`src/rtl/melody_tone_gen.sv`:
```
// Note-RAM melody sequencer with square-wave tone synthesis feeding the I2S serializer.
// Each entry is {half-period divider, beat count}; beats == 0 marks the end of the song.
//
//  state | meaning
//  ------+--------------------------------------------------------------
//  IDLE  | no playback, audio held at 0
//  FETCH | one-cycle read of the note RAM at step_idx, audio gap
//  PLAY  | square wave for beats * BEAT_CYCLES cycles
module melody_tone_gen #(
    parameter int          BEAT_CYCLES = 25_000_000,
    parameter int          DEPTH       = 32,
    parameter logic [15:0] AMP_BASE    = 16'h0800
) (
    input  logic        clk,
    input  logic        rst,
    input  logic        wr_en,
    input  logic [4:0]  wr_addr,
    input  logic [23:0] wr_data,
    input  logic        start,
    input  logic        stop,
    input  logic        loop,
    input  logic [2:0]  volume,
    output logic [15:0] audio_left,
    output logic [15:0] audio_right,
    output logic        busy,
    output logic [4:0]  step_idx,
    output logic        done
);

    localparam logic [1:0] IDLE  = 2'd0;
    localparam logic [1:0] FETCH = 2'd1;
    localparam logic [1:0] PLAY  = 2'd2;

    localparam logic [4:0] LAST_STEP = 5'(DEPTH - 1);

    logic [1:0]  state;
    logic [23:0] mem [DEPTH];
    logic [23:0] rd_word;
    logic [19:0] note_div;
    logic [19:0] half_cnt;
    logic        phase;
    logic [31:0] play_cnt;
    logic [15:0] amp;

    // Unregistered read: a write on the same edge lands after this value is consumed.
    assign rd_word = mem[step_idx];

    always_ff @(posedge clk) begin
        if (wr_en) begin
            mem[wr_addr] <= wr_data;
        end
    end

    always_comb begin
        amp = '0;
        case (volume)
            3'd0:    amp = '0;
            3'd1:    amp = AMP_BASE;
            3'd2:    amp = AMP_BASE << 1;
            3'd3:    amp = AMP_BASE << 2;
            default: amp = AMP_BASE << 3;
        endcase
    end

    always_ff @(posedge clk) begin
        if (rst) begin
            state      <= IDLE;
            busy       <= 1'b0;
            step_idx   <= '0;
            done       <= 1'b0;
            audio_left <= '0;
            note_div   <= '0;
            half_cnt   <= '0;
            phase      <= 1'b0;
            play_cnt   <= '0;
        end else begin
            done       <= 1'b0;
            audio_left <= '0;
            case (state)
                IDLE: begin
                    if (start && !stop) begin
                        state    <= FETCH;
                        step_idx <= '0;
                        busy     <= 1'b1;
                    end
                end
                FETCH: begin
                    if (stop) begin
                        state <= IDLE;
                        busy  <= 1'b0;
                    end else if (rd_word[3:0] == 4'd0) begin
                        if (loop) begin
                            step_idx <= '0;
                        end else begin
                            state <= IDLE;
                            busy  <= 1'b0;
                            done  <= 1'b1;
                        end
                    end else begin
                        note_div <= rd_word[23:4];
                        play_cnt <= 32'(rd_word[3:0]) * 32'(BEAT_CYCLES) - 32'd1;
                        half_cnt <= '0;
                        phase    <= 1'b1;
                        state    <= PLAY;
                    end
                end
                PLAY: begin
                    if (stop) begin
                        state <= IDLE;
                        busy  <= 1'b0;
                    end else begin
                        if (note_div != 20'd0) begin
                            audio_left <= phase ? amp : -amp;
                            if (half_cnt == note_div - 20'd1) begin
                                half_cnt <= '0;
                                phase    <= ~phase;
                            end else begin
                                half_cnt <= half_cnt + 20'd1;
                            end
                        end
                        // Running off the last entry behaves like hitting an end marker.
                        if (play_cnt == 32'd0) begin
                            if (step_idx == LAST_STEP) begin
                                if (loop) begin
                                    step_idx <= '0;
                                    state    <= FETCH;
                                end else begin
                                    state <= IDLE;
                                    busy  <= 1'b0;
                                    done  <= 1'b1;
                                end
                            end else begin
                                step_idx <= step_idx + 5'd1;
                                state    <= FETCH;
                            end
                        end else begin
                            play_cnt <= play_cnt - 32'd1;
                        end
                    end
                end
                default: begin
                    state <= IDLE;
                    busy  <= 1'b0;
                end
            endcase
        end
    end

    assign audio_right = audio_left;

endmodule

```
`config.mk`:
```
export PLATFORM = sky130hd
export DESIGN_NAME = melody_tone_gen
export DESIGN_NICKNAME = d
export VERILOG_FILES = /design/src/rtl/melody_tone_gen.sv
export SDC_FILE = /design/constraint.sdc
export NUM_CORES = 1
export LEC_CHECK = 0
export CAP_MARGIN = 20
export CORE_MARGIN = 2
export CORE_UTILIZATION = 40
export CTS_CLUSTER_SIZE = 12
export DETAILED_ROUTE_END_ITERATION = 10
export PLACE_DENSITY_LB_ADDON = 0.3
export SLEW_MARGIN = 40
export SYNTH_ARGS = -nofsm -noshare
export SYNTH_HDL_FRONTEND = slang
export SYNTH_SLANG_ARGS = --single-unit
```
`constraint.sdc`:
```
create_clock -name clk -period 6.3 [get_ports clk]
set_input_delay 0.945 -clock clk [delete_from_list [all_inputs] [get_ports clk]]
set_output_delay 0.945 -clock clk [all_outputs]
set_load 0.1 [all_outputs]
```
==> summary.txt <==
Logic synthesis
  • FF+latch count, synth: 860
  • Simple-gate area share of the yosys netlist: 0.0636
  • Multiplexer share of the synthesized area: 0.153
  • Synth Area in Adders: 0.0178
  • Netlist Area Pre-Place: 36,500 um2
  • Largest family of logic cells by synthesized area: multiplexers
  • Largest cells by area after synthesis: edfxtp_1 (63%), mux4_2 (14%), dfxtp_1 (5.0%)
  • Synth cell types: 92
  • Post-synth top area cell: edfxtp_1
  • Top cells by count, synth: edfxtp_1 (768), mux4_2 (228), nor2_1 (120)
  • Number of synthesized flops with an enable pin: ~770
  • Synth Area in XOR/XNOR: 0.0127
  • Count leader, synth: edfxtp_1
  • Top-area cell type share of the netlist area: 0.632
  • Asr flop ratio synth: 0
  • Cells after Synth: approximately 2.1k
  • Sequential share of the synthesized area: 0.683
  • Average size of a mapped cell: approximately 18 um2
  • Ys flop type: edfxtp_1
  • YS warnings: 0
  • Compound-Gate Fraction of Synth Area: 0.0480

STA
  • RSZ-0062 raised after global routing: false
  • Final Skew: 0.0392 ns
  • Crit path time final: 5.96 ns
  • Worst setup margin: ~0.34 ns
  • Slew HR: 0.438
  • Fin. max-slew vios: 0
  • Hold Fails Final Rpt: 0
  • Pin slew with the least headroom to its limit: around 0.84 ns
  • Fmax: roughly 170 MHz
  • Setup violators final: 0
  • Setup TNS: 0 ns
  • Period utilization: 0.946

Floorplanning
  • DIE AREA: around 94,000 um2
  • Starting Density: 0.405
  • IO Count: 77
  • Row count: 110
  • Core Box Area: 90,100 um2
  • Die width: ~310 um
  • Die height: between 300 and 400 um

Drt
  • Drt total wl: 89.1 mm
  • Pre-Repair DR Iteration Count: 7
  • Detail Route Antenna Nets: 0
  • Vias per inst: about 6
  • WL/cell: around 26 um
  • DR vias: around 20k
  • Initial drt markers: around 2.5k
  • DRC violations left: 0

Critical path
  • Bufs and invs on worst path: 4
  • Worst Setup Start Kind: flop
  • Worst path max stage delay: around 0.65 ns
  • WS Path Type: flop to flop
  • CP dominant cell by count: inv_1
  • Critical path peak fanout: 11
  • Arrival time at the worst endpoint: 6.51 ns
  • Worst path top cell family by delay: compound AO/OA/AOI/OAI gates
  • Crit path required time: 6.85 ns
  • Critical path cell sequence: buf_12, mux4_2, mux4_2, mux2i_2, inv_1, fa_1, inv_1, fa_1, inv_1, ha_1, a211o_1, nand3_1, a211oi_1, a311oi_1, o21ai_0, or4_1, a2111o_1, o31ai_1
  • Worst Setup End Kind: flop
  • Slowest CP cell: fa_1

CTS
  • Clk buf depth: 3
  • # H-tree levels: 3
  • CTS Buf Count: 89
  • Root Buffer: clkbuf_16
  • CTS tree: built
  • Worst-Skew Late Latency: 0.66 ns
  • Clock sink count: 860
  • Reg clk slew, reported paths: about 0.06 ns
  • Hold_buf cts: 0

GRT
  • Largest net degree at the start of global routing: 76
  • Grt total ovfl: 0
  • GR Util met3: 0.0413
  • Initial antenna violation count: 10
  • First-pass GRT wire length: around 130 mm
  • Met1 Resource Use GR: 0.279
  • Gr busiest metal: met2
  • Vias in the first global route: between 15k and 20k
  • Total global-route track usage: 0.191
  • Met2 Use GR: 0.292

Placement
  • Dpl ws: between 0.08 and 0.09 ns
  • Final GP Congestion: between 0.8 and 0.9
  • HPWL Detailed: 51.1 mm
  • PortBufs: 54

Layout
  • Synth-to-layout area growth: 13.1%
  • Core Util, Final: 0.458
  • Nets@finish: ~2.3k
  • Filler cells: 7,521
  • Layout cells sized above 1: 0.238

Pwr
  • Cell leakage power: ~13 nW
  • VDD IR max: about 0.20 mV
  • Pwr per Cell Area: 292 nW/um2

Status
  • Status: complete, no violations

Worst hold path
  • Worst Hold Class: flop to flop

Flow run
  • MaxCap Viol Count: 0
## timing repair
action | 4_1_cts | 5_1_grt
gates resized for setup | 0 | 3
endpoints found under the setup margin | 0 | 11
endpoints found under the hold margin | 0 | 0
setup buffers | 0 | 3
## where the power goes
part / switching [mW] / internal (mW) / leakage (nW)
logic: 0.588 / 0.291 / 3.90
registers: 0.0646 / 6.30 / 7.67
clock network: 2.17 / 2.61 / 1.25
total: 2.82 / 9.21 / 12.8
## worst paths after layout
check,start,cells after the start,slack (ns),endpoint
max,flop,18,0.34,play_cnt[30]
max reg2reg,flop,18,0.34,play_cnt[30]
min reg2reg,play_cnt[11],2,0.50,play_cnt[11]
min,play_cnt[11],2,0.50,play_cnt[11]
## cell type report
cell class                      instances  area, um2  share of cell area
Sequential cell                       860      24900               0.604
Antenna cell                            2       5.00            0.000121
Multi-Input combinational cell       1080      11200               0.270
Inverter                               32        121             0.00294
Tap cell                             1176       1470              0.0357
Clock inverter                         32        273             0.00661
Clock buffer                          115       2320              0.0564
Timing Repair Buffer                  128        981              0.0238
## cells by family after synthesis
family	after synthesis
XOR/XNOR	53
buffers and inverters	163
flip-flops	860
other	1
adder cells (fa/ha/maj)	47
AO/OA/AOI/OAI	251
AND/OR/NAND/NOR	434
multiplexers	273
## metrics by stage
step	area [um2]	std cells	total power, mW	hold WS, ns
after floorplan	36600	2103	7.10	0.453
after global placement	38600	3268	7.33	0.470
after detailed placement	38600	3271	7.37	0.490
after CTS	41200	3418	12.1	0.499
after global routing	41200	3424	12.4	0.522
final	41200	3425	12.0	0.501
## sequential cells by signal (all words and copies together), names as in the netlist, named ones only
name / cells
done: 1
half_cnt: 20
step_idx: 5
audio_left: 5
phase: 1
busy: 1
mem: 768
note_div: 20
play_cnt: 32
state: 2
## metal layers
metal,share of wire,vias to the layer above
met4,0.017,18
met5,0.0027,-
li1,-,8634
met3,0.086,134
met2,0.46,787
met1,0.44,10500
## worst min-delay path, delay by kind of cell, from the launching register on
kind | cells | cell delay, ns
compound gates | 2 | 0.14
flops | 1 | 0.31
## cells in the final DEF (no fill, tap or decap), types with 21 or more instances in the layout
cell type  instances
inv_1             30
mux2i_1           42
buf_4             63
xor2_1            25
o21ai_0           31
xnor2_1           28
clkbuf_16         89
a31oi_1           21
conb_1            22
nor2_4            32
nor3_1            36
a21oi_1           52
nor2_1            87
ha_1              38
nand2_1           78
mux4_2           228
dfxtp_1           88
a211oi_1          38
edfxtp_1         768
clkbuf_1          26
buf_2             42
nand3_1           34
Note: power is estimated with default switching activity, not from simulation.
